--- config.mk ---
export PLATFORM = sky130hd
export DESIGN_NAME = vx_commit_arbiter
export DESIGN_NICKNAME = d
export VERILOG_FILES = /design/src/rtl/vx_commit_arbiter.sv
export SDC_FILE = /design/constraint.sdc
export NUM_CORES = 1
export LEC_CHECK = 0
export BUFFER_PORTS_ARGS = -buffer_cell sky130_fd_sc_hd__buf_2
export CAP_MARGIN = 20
export CORE_AREA = 5 5 502 504
export CTS_CLUSTER_SIZE = 24
export DETAILED_ROUTE_END_ITERATION = 12
export DIE_AREA = 0 0 507 509
export GPL_TIMING_DRIVEN = 1
export HOLD_SLACK_MARGIN = 0.02
export MAX_ROUTING_LAYER = met4
export PLACE_DENSITY = 0.3
export SYNTH_ARGS = -nofsm -noshare
export SYNTH_HDL_FRONTEND = slang
export SYNTH_SLANG_ARGS = --single-unit
export TNS_END_PERCENT = 5
--- constraint.sdc ---
create_clock -name clk -period 5.9 [get_ports clk]
set_input_delay 0.885 -clock clk [delete_from_list [all_inputs] [get_ports clk]]
set_output_delay 0.885 -clock clk [all_outputs]
set_load 0.02 [all_outputs]
--- src/rtl/vx_commit_arbiter.sv ---
// Round-robin commit arbiter: serializes execute-unit results onto the single writeback port,
// holding the grant across multi-packet results. Optional stall counter: VX_COMMIT_STALL_CTR_EN.
module vx_commit_arbiter #(
  parameter int NUM_REQS    = 5,
  parameter int NUM_THREADS = 4,
  parameter int NW_BITS     = 2,
  parameter int UUID_BITS   = 44,
  parameter int NR_BITS     = 5,
  parameter int XLEN        = 32
) (
  input  logic                                clk,
  input  logic                                reset,
  input  logic [NUM_REQS-1:0]                 req_valid,
  output logic [NUM_REQS-1:0]                 req_ready,
  input  logic [NUM_REQS-1:0]                 req_wb,
  input  logic [NUM_REQS-1:0]                 req_eop,
  input  logic [NUM_REQS*UUID_BITS-1:0]       req_uuid,
  input  logic [NUM_REQS*NW_BITS-1:0]         req_wid,
  input  logic [NUM_REQS*32-1:0]              req_PC,
  input  logic [NUM_REQS*NUM_THREADS-1:0]     req_tmask,
  input  logic [NUM_REQS*NR_BITS-1:0]         req_rd,
  input  logic [NUM_REQS*NUM_THREADS*XLEN-1:0] req_data,
  output logic                                wb_valid,
  output logic [UUID_BITS-1:0]                wb_uuid,
  output logic [NW_BITS-1:0]                  wb_wid,
  output logic [31:0]                         wb_PC,
  output logic [NUM_THREADS-1:0]              wb_tmask,
  output logic [NR_BITS-1:0]                  wb_rd,
  output logic [NUM_THREADS*XLEN-1:0]         wb_data,
  output logic                                wb_eop
`ifdef VX_COMMIT_STALL_CTR_EN
  ,
  output logic [63:0]                         perf_wb_stalls
`endif
);

  localparam int IDX_W = (NUM_REQS > 1) ? $clog2(NUM_REQS) : 1;
  localparam int DW    = NUM_THREADS * XLEN;
  localparam logic [IDX_W:0]   NREQ_W = (IDX_W+1)'(NUM_REQS);
  localparam logic [IDX_W-1:0] LAST_W = IDX_W'(NUM_REQS - 1);

  typedef enum logic {ST_IDLE, ST_LOCKED} state_e;

  state_e             state_q, state_d;
  logic [IDX_W-1:0]   lock_idx_q, lock_idx_d;
  logic [IDX_W-1:0]   rr_ptr_q, rr_ptr_d;

  logic                 wb_valid_q;
  logic [UUID_BITS-1:0] wb_uuid_q;
  logic [NW_BITS-1:0]   wb_wid_q;
  logic [31:0]          wb_PC_q;
  logic [NUM_THREADS-1:0] wb_tmask_q;
  logic [NR_BITS-1:0]   wb_rd_q;
  logic [DW-1:0]        wb_data_q;
  logic                 wb_eop_q;

  logic [NUM_REQS-1:0] cand;
  logic [NUM_REQS-1:0] grant_oh;
  logic                grant_vld;
  logic [IDX_W-1:0]    grant_idx;
  logic [IDX_W:0]      pos;
  logic                grant_eop;

  assign cand = req_valid & req_wb;

  // While locked only the lock owner is eligible; otherwise search from rr_ptr with wrap.
  always_comb begin
    grant_vld = 1'b0;
    grant_idx = '0;
    pos       = '0;
    if (state_q == ST_LOCKED) begin
      grant_vld = cand[lock_idx_q];
      grant_idx = lock_idx_q;
    end else begin
      for (int i = 0; i < NUM_REQS; i++) begin
        pos = {1'b0, rr_ptr_q} + (IDX_W+1)'(i);
        if (pos >= NREQ_W) pos = pos - NREQ_W;
        if (!grant_vld && cand[pos[IDX_W-1:0]]) begin
          grant_vld = 1'b1;
          grant_idx = pos[IDX_W-1:0];
        end
      end
    end
  end

  assign grant_oh  = grant_vld ? (NUM_REQS'(1) << grant_idx) : '0;
  assign req_ready = (req_valid & ~req_wb) | grant_oh;
  assign grant_eop = req_eop[grant_idx];

  always_comb begin
    state_d    = state_q;
    lock_idx_d = lock_idx_q;
    rr_ptr_d   = rr_ptr_q;
    if (grant_vld) begin
      if (grant_eop) begin
        state_d  = ST_IDLE;
        rr_ptr_d = (grant_idx == LAST_W) ? '0 : grant_idx + 1'b1;
      end else begin
        state_d    = ST_LOCKED;
        lock_idx_d = grant_idx;
      end
    end
  end

  always_ff @(posedge clk or negedge reset) begin
    if (!reset) begin
      state_q    <= ST_IDLE;
      lock_idx_q <= '0;
      rr_ptr_q   <= '0;
      wb_valid_q <= 1'b0;
      wb_uuid_q  <= '0;
      wb_wid_q   <= '0;
      wb_PC_q    <= '0;
      wb_tmask_q <= '0;
      wb_rd_q    <= '0;
      wb_data_q  <= '0;
      wb_eop_q   <= 1'b0;
    end else begin
      state_q    <= state_d;
      lock_idx_q <= lock_idx_d;
      rr_ptr_q   <= rr_ptr_d;
      wb_valid_q <= grant_vld;
      // Fields hold their last value between packets; only wb_valid marks a new one.
      if (grant_vld) begin
        wb_uuid_q  <= req_uuid[grant_idx*UUID_BITS +: UUID_BITS];
        wb_wid_q   <= req_wid[grant_idx*NW_BITS +: NW_BITS];
        wb_PC_q    <= req_PC[grant_idx*32 +: 32];
        wb_tmask_q <= req_tmask[grant_idx*NUM_THREADS +: NUM_THREADS];
        wb_rd_q    <= req_rd[grant_idx*NR_BITS +: NR_BITS];
        wb_data_q  <= req_data[grant_idx*DW +: DW];
        wb_eop_q   <= grant_eop;
      end
    end
  end

  assign wb_valid = wb_valid_q;
  assign wb_uuid  = wb_uuid_q;
  assign wb_wid   = wb_wid_q;
  assign wb_PC    = wb_PC_q;
  assign wb_tmask = wb_tmask_q;
  assign wb_rd    = wb_rd_q;
  assign wb_data  = wb_data_q;
  assign wb_eop   = wb_eop_q;

`ifdef VX_COMMIT_STALL_CTR_EN
  logic [63:0] stalls_q, stalls_d;

  // A cycle stalls when some writeback candidate is left waiting.
  assign stalls_d = (|(cand & ~grant_oh)) ? stalls_q + 64'd1 : stalls_q;

  always_ff @(posedge clk or negedge reset) begin
    if (!reset) stalls_q <= '0;
    else        stalls_q <= stalls_d;
  end

  assign perf_wb_stalls = stalls_q;
`endif

endmodule

==> results.md, run 1 <==
- Endpoints failing setup: 0
- Post-synthesis simple-gate area fraction: 6.80%
- Die Y-Extent: 509 microns
- Wirelength per Cell: 28.2 microns
- Via density per instance: 3.31
- Syn Area/Cell: 10.3 sq um
- Status: finished clean
- HPWL Detailed: 157000 microns
- Post-cts repair resize count: 0
- Worst path cell trace: inv_2 > ha_1 > or2_2 > o21ai_0 > a211oi_1 > a211oi_2 > nand4_1 > o22a_1 > nand2_8 > nand3_1 > o22ai_1 > buf_2
- Async set-reset flop share out of synthesis: 100%
- Root Buffer: clkbuf_16
- Buffer and inverter count on the worst path: 2
- EDFF count, synth: 0
- Area Overhead vs Synth: 58.6%
- Number of global-route vias before repair: 23000
- Via count: 21700
- Die X-Extent: 507 microns
- #FFs+latches synth: 224
- Pwr/cell area: just over 900 nW/um^2
- Number of CTS-inserted buffers: 41
- Ys Warns: 0
- Crit path max-delay cell type: dfrtp_1
- IO Pins: 1314
- Synth area leaders: dfrtp_1 28%, mux2i_1 22%, o22ai_2 13%
- Post-synth cell types: 79
- Crit path kind: reg2out
- Post-Route Utilization: 12.8%
- Most frequent cell after synthesis: mux2i_1
- Final wirelength: 185000 microns
- Worst path required time: 5.02 ns
- Crit start category: flop
- Fmax: between 150 and 200 MHz
- P_int: 13.2 mW
- Initial Util: 8.06%
- Cell Rows: 183
- I/O Buffers: 1313
- Synthesized cell area: approximately 20000 sq um
- Iter 0 DRT Violations: 1132
- Fin nets: 4275
- Hold slack final: 0.270 ns
- CP Capture Type: output port
- Static Leakage: 15.1 nW
- Dpl ws: 0.896 ns
- Max incr delay on CP: between 0.7 and 0.8 ns
- Post-cts hold buffer count: 0
- Kind of cell adding the most delay to the critical path: compound AO/OA/AOI/OAI gates
- First-pass GRT wire length: approximately 230000 microns
- Worst-Margin Slew: 1.10 ns
- RSZ-0062 raised after global routing: false
- Dpl cells: 6367
- Clock transition at path regs: approximately 0.060 ns
- Max transition margin: 26.9%
- Peak supply drop: between 0.0008 and 0.0009 V
- Clock power frac: 8.7%
- Main synth FF type: dfrtp_1
- Layout Skew: 0.0405 ns
- Drt first pass iters: 5
- Compound-Gate Fraction of Synth Area: a little under a quarter
- H-tree depth: 2
- Post-route DRC violation count: 0
- Cells after Synth: 1935
- GRT Util Overall: 13.9%
- Initial antenna violation count: between 150 and 200
- Critical path peak fanout: 16
- Arr. time, crit path: 4.66 ns
- Clk buf depth: 3
- Slew Limit Fails: 0
- CTS tree: yes
- TritonCTS Sinks: roughly 220
- Sw Ratio: a little over half
- Cell taking the most area after synthesis: dfrtp_1
- Tmin final: between 5 and 6 ns
- Flop pwr share: between 10% and 20%
- Adder-Cell Fraction of Synth Area: less than 1%
- Period utilization: between 90% and 100%
- Grt ovf: 0
- Largest family of logic cells by synthesized area: multiplexers
- GPL Wtd Cong: 0.933
- Fin Setup TNS: 0 ns
- Post-route ant nets: 0
- Clock latency on the worst-skew pair: 0.67 ns
- Combinational group share of total power: 80.8%
- Final Instance Count excl. Fillers: 6559
- Setup repair bufs after CTS: 0
- Top cells by count, synth: 434 x mux2i_1, 234 x nor2_1, 229 x a21oi_1, 224 x dfrtp_1
- Register area share after synthesis: 28.1%
- Mux share of post-synthesis cell area: 34.5%
- NetSw: 15.8 mW
- Worst setup margin: 0.356 ns
- Core area: 247000 sq um
- Die ar.: approximately 260000 sq um
- Final Hold Vio Count: 0
- Number of max-cap violations: 0
- Class of the worst hold path: in2async
- Top-area cell type share of the netlist area: ~28%
- Syn Nets: 3037
- Xor-xnor portion of the synthesized cell area: less than 1%
- Share of layout cells above drive strength 1: a little under 60%
- Largest net degree at the start of global routing: 97
state kept, by name, indices dropped and copies added (netlist names):
register / count
lock_idx_q: 3
rr_ptr_q: 3
state_q: 1
wb_PC: 32
wb_data: 128
wb_eop: 1
wb_rd: 5
wb_tmask: 4
wb_uuid: 44
wb_valid: 1
wb_wid: 2
layout make-up:
| type | instances | area [sq um] |
|---|---|---|
| timing repair buffer | 1374 | 7310 |
| inverter | 18 | 75.1 |
| fill | 28600 | 216000 |
| clock buffer | 53 | 1110 |
| tap | 3237 | 4050 |
| sequential | 224 | 5610 |
| clock inverter | 20 | 190 |
| multi-input combinational | 1514 | 13000 |
| antenna | 119 | 298 |
per-stage QoR:
stage	instance area [sq um]	power [mW]
detailed placement	30000	27.2
global placement	30000	27.1
floorplan	19900	20.1
CTS	31300	29.9
global route	31600	31.0
finish	31600	29.1
worst paths after layout:
| path | start | endpoint | slack (ns) | cells past startpoint |
|---|---|---|---|---|
| worst max register to register | rr_ptr_q[2] | wb_data[39] | 0.88 | 14 |
| worst max-delay path | rr_ptr_q[2] | req_ready[2] | 0.36 | 12 |
| worst min-delay path | reset | wb_tmask[2] | 0.27 | 1 |
| max in group asynchronous | reset | wb_data[19] | 4.42 | 2 |
| worst min register to register | wb_data[13] | wb_data[13] | 0.53 | 2 |
| min in group clk | req_data[609] | wb_data[97] | 0.48 | 3 |
cell usage in the layout (no fill, tap or decap), types with 4 or more instances in the layout:
cell type	n
buf_2	1312
mux2i_1	433
nor2_1	234
a21oi_1	229
dfrtp_1	224
mux2_2	215
o22ai_2	215
diode_2	119
clkbuf_16	41
buf_4	39
buf_12	22
nand2_1	20
o21ai_0	17
inv_1	15
ha_1	9
clkinv_2	9
and2_1	8
a211oi_1	8
clkbuf_1	8
nand2b_1	7
a21o_1	7
o22ai_1	7
nand3_1	6
o211ai_1	5
nor2b_1	4
and3_1	4
or3_1	4
o32ai_1	4
a211oi_2	4
xnor2_1	4
nor3_1	4
clkbuf_8	4
clkinvlp_4	4
logic make-up (layout without fill, tap and decap cells):
logic type,Yosys count,after routing
AOI/OAI and AO/OA,530,530
xor gates and xnor gates,5,5
adders and majority gates,10,10
buffers and inverters,197,1465
DFF,224,224
muxes,655,655
other,0,119
and+or+nand+nor,314,314
power by group through the flow:
stage / Sequential, mW / Combinational (mW) / Clock, mW
floorplan: 3.91 / 16.2 / 0
global placement: 3.07 / 24.0 / 0
detailed placement: 3.08 / 24.1 / 0
CTS: 3.07 / 24.2 / 2.70
global route: 3.16 / 25.2 / 2.71
finish: 3.06 / 23.5 / 2.53
per-layer routing:
| metal | track usage, % | vias up | wire length [microns] |
|---|---|---|---|
| met3 | 7.06 | 251 | 21700 |
| met1 | 14.6 | 10300 | 69300 |
| met5 | - | - | 0 |
| met2 | 22.1 | 1245 | 85800 |
| met4 | 6.00 | 0 | 8190 |
| li1 | - | 9895 | - |
No activity file was read; power rests on OpenSTA's default activity.
==> inputs of run 2 (changes only) <==
--- a/config.mk
+++ b/config.mk
@@ -8,6 +8,7 @@
 export BUFFER_PORTS_ARGS = -buffer_cell sky130_fd_sc_hd__buf_2
 export CAP_MARGIN = 20
 export CORE_AREA = 5 5 502 504
+export CTS_BUF_LIST = sky130_fd_sc_hd__clkbuf_8
 export CTS_CLUSTER_SIZE = 24
 export DETAILED_ROUTE_END_ITERATION = 12
 export DIE_AREA = 0 0 507 509
==> run 2 against run 1 <==
Net effect:
- die area is the same
- non-clock buffer count up 1
- clock power is essentially flat
- sequential power barely moved
- register-to-register slack better by 0.07 ns
- first-iteration DRC count rose by 3.0%
- global-route usage about the same
- final cell count is 0.66% higher
- count of clock-buffer cells in the layout is 30 higher
- combinational power barely moved
==> results.md, run 2 (same netlist as run 1, synthesis figures left out) <==
- Class of the worst hold path: in2reg
- Arr. time, crit path: 4.68 ns
- Post-route DRC violation count: 0
- Clk buf depth: 3
- Clock power frac: 8.6%
- Max incr delay on CP: 0.45 ns
- Commonest non-fill, non-tap cell in the layout: buf_2
- Initial Util: 8.06%
- Pwr/cell area: 915 nW/um^2
- Final Hold Vio Count: 0
- RSZ-0062 raised after global routing: false
- Kind of cell adding the most delay to the critical path: compound AO/OA/AOI/OAI gates
- Fin Setup TNS: 0 ns
- Crit path max-delay cell type: ha_1
- Initial antenna violation count: 165
- Endpoints failing setup: 0
- Critical path peak fanout: 35
- Area Overhead vs Synth: 59.2%
- TritonCTS Sinks: 224
- Setup repair bufs after CTS: 0
- Root Buffer: clkbuf_8
- Combinational group share of total power: 80.9%
- Cell Rows: 183
- Multi-input gate area: 13000 sq um
- Via density per instance: between 3 and 4
- Buffer and inverter count on the worst path: 2
- Core area: 247000 sq um
- Flop pwr share: 10.5%
- P_int: between 10 and 15 mW
- Grt ovf: 0
- NetSw: 15.8 mW
- Crit start category: flop
- Number of global-route vias before repair: 23200
- Static Leakage: 15.2 nW
- Share of layout cells above drive strength 1: 59.7%
- Post-route ant nets: 0
- Final wirelength: 185000 microns
- Hold slack final: 0.322 ns
- Die ar.: 258000 sq um
- Dpl ws: between 0.8 and 0.9 ns
- GPL Wtd Cong: 0.933
- I/O Buffers: 1313
- Period utilization: 94.3%
- Max transition margin: 29.7%
- Total power: between 20 and 30 mW
- Wirelength per Cell: 28.0 microns
- Worst-Margin Slew: 1.05 ns
- Via count: approximately 22000
- Tmin final: 5.56 ns
- Largest net degree at the start of global routing: between 90 and 100
- Storage cell area: 5610 sq um
- Fin nets: around 4300
- Die Y-Extent: 509 microns
- Max reg flops: ~130
- CP Capture Type: output port
- Number of max-cap violations: 0
- GRT Util Overall: about 14%
- Clock latency on the worst-skew pair: 0.82 ns
- IO Pins: 1314
- Layout Skew: 0.0546 ns
- Number of CTS-inserted buffers: between 50 and 60
- Clock transition at path regs: 0.07 ns
- Status: finished clean
- Fmax: between 150 and 200 MHz
- Sw Ratio: 54.5%
- HPWL Detailed: 157000 microns
- Drt first pass iters: 5
- Iter 0 DRT Violations: about 1200
- First-pass GRT wire length: around 230000 microns
- Worst path cell trace: buf_4 > ha_1 > nand3b_1 > a311o_1 > a221oi_2 > o21a_2 > a21boi_2 > nor2_1 > or3_4 > nand2_8 > nand3_1 > o22ai_1 > buf_2
- Die X-Extent: between 500 and 600 microns
- CTS tree: yes
- Peak supply drop: 0.000869 V
- Slew Limit Fails: 0
- Worst path required time: 5.02 ns
- Crit path kind: reg2out
- Commonest non-fill, non-tap cells in the layout: 1312 x buf_2, 433 x mux2i_1, 234 x nor2_1
- H-tree depth: 2
- Worst setup margin: 0.335 ns
- Filler cells: 28600
==> run 2: cell types whose count changed in the layout (fill, tap and decap cells not counted), moves of 3 or more <==
cell	delta
clkbuf_8	+79
clkinv_2	-6
clkinvlp_4	-3
diode_2	+7
inv_1	+14
clkbuf_16	-41
clkbuf_1	-8
==> run 2: worst register-to-register path, stage by stage (launching register included) <==
cell	delay [ns]
dfrtp_1	0.35
buf_4	0.38
ha_1	0.47
nand3b_1	0.17
a311o_1	0.44
a221oi_2	0.30
o21a_2	0.21
nand3_1	0.15
o221ai_1	0.30
o21a_1	0.28
inv_1	0.18
nor3_2	0.37
buf_12	0.29
buf_4	0.68
a21oi_1	0.13
o22ai_2	0.13
==> run 2: layout make-up <==
cell class	count	area share, %
multi-input cells	1514	40.9
flip-flops and latches	224	17.7
well taps	3237	12.8
clock buffers	83	3.60
clock inverters	25	0.714
inverters	18	0.237
repair buffers	1375	23.1
diodes	126	0.994
==> run 2: per-stage QoR <==
stage | util, % | instances | cell area, sq um
after CTS | 12.7 | 6476 | 31400
final | 12.8 | 6602 | 31700
after global placement | 12.1 | 6367 | 30000
after detailed placement | 12.1 | 6367 | 30000
after floorplan | - | 1935 | 19900
after global routing | 12.8 | 6587 | 31700
==> run 2: what timing repair did <==
action / CTS / global route
gates cloned: 0 / 0
hold buffers: 1 / 0
gates resized for setup: 2 / 3
hold endpoints to repair: 5 / 0
endpoints found under the setup margin: 3 / 5
==> run 2: worst paths after layout <==
path                                   from      endpoint  slack [ns]  cells after the start
min in group asynchronous             reset   wb_tmask[2]        0.74                      2
worst min-delay path            req_PC[140]     wb_PC[12]        0.32                      3
worst min register to register  wb_data[13]   wb_data[13]        0.53                      2
max in group asynchronous             reset   wb_data[17]        3.96                      3
worst max-delay path            rr_ptr_q[0]  req_ready[2]        0.34                     13
worst max register to register  rr_ptr_q[0]  wb_data[111]        0.95                     15
==> run 2: routing by layer <==
metal | wire length, microns | vias up | track usage [%]
met4 | 8340 | 0 | 5.69
met5 | 0 | - | -
li1 | - | 9951 | -
met3 | 22300 | 272 | 7.04
met2 | 85500 | 1240 | 22.2
met1 | 68700 | 10400 | 14.6
==> run 2: power groups by stage <==
stage / Sequential (mW) / Combinational (mW) / Clock, mW
after floorplan: 3.91 / 16.2 / 0
after global placement: 3.07 / 24.0 / 0
after detailed placement: 3.08 / 24.1 / 0
after CTS: 3.07 / 24.2 / 2.68
after global routing: 3.16 / 25.2 / 2.69
final: 3.05 / 23.5 / 2.50
==> inputs of run 3 (changes only) <==
--- a/config.mk
+++ b/config.mk
@@ -5,13 +5,14 @@
 export SDC_FILE = /design/constraint.sdc
 export NUM_CORES = 1
 export LEC_CHECK = 0
+export ABC_AREA = 1
 export BUFFER_PORTS_ARGS = -buffer_cell sky130_fd_sc_hd__buf_2
 export CAP_MARGIN = 20
-export CORE_AREA = 5 5 502 504
+export CORE_AREA = 5 5 509 511
 export CTS_BUF_LIST = sky130_fd_sc_hd__clkbuf_8
 export CTS_CLUSTER_SIZE = 24
 export DETAILED_ROUTE_END_ITERATION = 12
-export DIE_AREA = 0 0 507 509
+export DIE_AREA = 0 0 514 516
 export GPL_TIMING_DRIVEN = 1
 export HOLD_SLACK_MARGIN = 0.02
 export MAX_ROUTING_LAYER = met4
==> run 3 against run 2 <==
Net effect:
- synthesized cell count increased by 50%
- maximum frequency grew 4.9%
- clock power shrank 17%
- synthesized area shrank 14%
- design area is 8.7% lower
- critical path type unchanged
==> results.md, run 3 <==
- TritonCTS Sinks: 224
- Root Buffer: clkbuf_8
- Clk buf depth: 3
- Crit path kind: reg2out
- Synthesized cell area: 17200 sq um
- Register-to-Register Path Depth: 23
- Worst reg2reg setup slack: 1.20 ns
- Design area: 29000 sq um
- Layout Skew: 0.0573 ns
- Register area share after synthesis: 32.7%
- Number of CTS-inserted buffers: 56
- IO Pins: 1314
- Crit start category: flop
- H-tree depth: 2
- Top-area cell type share of the netlist area: 41.0%
- Share of layout cells above drive strength 1: 35.2%
- Worst-Margin Slew: 1.26 ns
- Dpl cells: 7463
- Largest net degree at the start of global routing: 103
- DP Area: approximately 28000 sq um
- Peak supply drop: 0.000928 V
- Pwr/cell area: between 700 and 800 nW/um^2
- Status: finished clean
- Post-route DRC violation count: 0
- Commonest non-fill, non-tap cells in the layout: 1873 x nand2_1, 1312 x buf_2, 233 x nand4_1
- I/O Buffers: 1313
- First-pass GRT wire length: 239000 microns
- Period utilization: between 80% and 90%
- Clock latency on the worst-skew pair: slightly below 0.8 ns
- Core area: 253000 sq um
- Wirelength per Cell: 24.2 microns
- Post-synth cell types: 37
- Fin nets: ~5300
- GRT Util Overall: 13.6%
- Storage cell area: 5610 sq um
- RSZ-0062 raised after global routing: false
- Worst hold path depth: 3
- Main synth FF type: dfrtp_1
- Final wirelength: about 190000 microns
- Arr. time, crit path: 4.42 ns
- Post-route ant nets: 0
- Initial antenna violation count: around 130
- Die Y-Extent: 516 microns
- Static Leakage: 15.1 nW
- Commonest non-fill, non-tap cell in the layout: nand2_1
- CTS tree: yes
- Most frequent cell after synthesis: nand2_1
- Top cells by count, synth: 1873 x nand2_1, 233 x nand4_1, 224 x dfrtp_1, 203 x inv_1, 94 x buf_2
- Fmax: 188 MHz
- Slew Limit Fails: 0
- Die ar.: 265000 sq um
- Fin Setup TNS: 0 ns
- CP Capture Type: output port
- Drt first pass iters: 5
- Multi-input gate area: just under 10000 sq um
- Worst path required time: around 5 ns
- Grt ovf: 0
- Iter 0 DRT Violations: 1341
- Tmin final: 5.31 ns
- Ys Warns: 0
- Dpl ws: about 0.8 ns
- Filler cells: 30300
- Cell Rows: ~190
- Cell taking the most area after synthesis: nand2_1
- Die X-Extent: 514 microns
- Worst setup margin: 0.594 ns
- #FFs+latches synth: approximately 220
- Max reg flops: approximately 130
- GPL Wtd Cong: approximately 0.92
- Via density per instance: 3.26
- Clock transition at path regs: approximately 0.070 ns
- Number of global-route vias before repair: around 26000
- EDFF count, synth: 0
- Area Overhead vs Synth: 68.9%
- Syn Area/Cell: 5.91 sq um
- Cells after Synth: around 2900
- Synth area leaders: nand2_1 41%, dfrtp_1 33%, nand4_1 8.5%
- Async set-reset flop share out of synthesis: 100%
- Syn Nets: 4004
- Endpoints failing setup: 0
- Final Instance Count excl. Fillers: 7636
- Number of max-cap violations: 0
- Max transition margin: between 10% and 20%
- Critical path peak fanout: 17
- Via count: 24900
- Initial Util: under 10%
- Class of the worst hold path: in2reg
- Final Hold Vio Count: 0
- HPWL Detailed: ~160000 microns
==> run 3: cell count changes after synthesis, moves of 188 or more <==
cell | before | now
a21oi_1 | 229 | 3
inv_1 | 15 | 203
mux2_2 | 215 | 0
mux2i_1 | 434 | 0
nand2_1 | 20 | 1873
nand4_1 | 3 | 233
nor2_1 | 234 | 16
o22ai_2 | 215 | 0
==> run 3: where the power goes <==
part | switching, mW | internal (mW) | total, mW
registers | 0.535 | 2.45 | 2.98
clock network | 0.992 | 1.07 | 2.07
logic | 13.0 | 4.89 | 17.9
==> run 3: cells by family after synthesis <==
logic type               synth area share (%)
AO/OA/AOI/OAI                            3.25
XOR/XNOR                                0.102
adder cells (fa/ha/maj)                 0.773
buffers and inverters                    10.0
flip-flops                               32.7
AND/OR/NAND/NOR                          53.2
==> run 3: what timing repair did <==
item,4_1_cts,5_1_grt
buffers inserted,0,4
hold buffers,1,0
hold endpoints to repair,44,0
gates resized for setup,1,6
endpoints found under the setup margin,4,4
pin swaps,0,1
gates cloned,0,1
==> run 3: final timing paths <==
kind,from,end
worst max-delay path,rr_ptr_q[0],req_ready[2]
worst min-delay path,req_data[560],wb_data[48]
worst max register to register,rr_ptr_q[0],wb_data[66]
worst min register to register,wb_eop,wb_eop
max in group asynchronous,reset,wb_uuid[36]
min in group asynchronous,reset,wb_data[115]
==> run 3: through the flow <==
step           util, %  power [mW]  hold WS [ns]
2_1_floorplan        -        13.5         0.459
3_3_place_gp      10.9        21.5         0.473
3_5_place_dp      10.9        21.4         0.469
4_1_cts           11.3        23.7         0.139
5_1_grt           11.4        25.4         0.219
6_report          11.4        23.0         0.319
==> run 3: cell type report <==
cell class / count / area share [%]
diodes: 74 / 0.639
clock buffers: 69 / 3.28
clock inverters: 24 / 0.445
inverters: 211 / 2.76
multi-input cells: 2303 / 34.0
flip-flops and latches: 224 / 19.4
well taps: 3366 / 14.5
repair buffers: 1365 / 24.9
==> run 3: per-layer routing <==
layer  part of all wire (%)  up-vias  routed length (microns)  GRT usage, %
li1                       -    11700                        -             -
met2                     51     1190                    94300          24.3
met4                    2.4        0                     4420          3.08
met1                     39    11700                    72100          15.0
met3                    7.7      218                    14300          3.76
met5                      0        -                        0             -
==> run 3: worst max-delay path, stage by stage (launching register included) <==
cell and delay, ns:
dfrtp_4 0.58, inv_2 0.21, ha_1 0.18, inv_1 0.07
fa_1 0.36, inv_1 0.11, nand2_1 0.16, nand2_1 0.15
nand2_1 0.10, nand3_1 0.09, nor2_1 0.05, inv_1 0.07
nand2_1 0.15, nand4_1 0.15, nand2_1 0.11, nor2_2 0.16
nand3_4 0.14, nand2_8 0.15, inv_2 0.09, nor2_8 0.16
inv_1 0.07, o22ai_1 0.13, buf_2 0.21
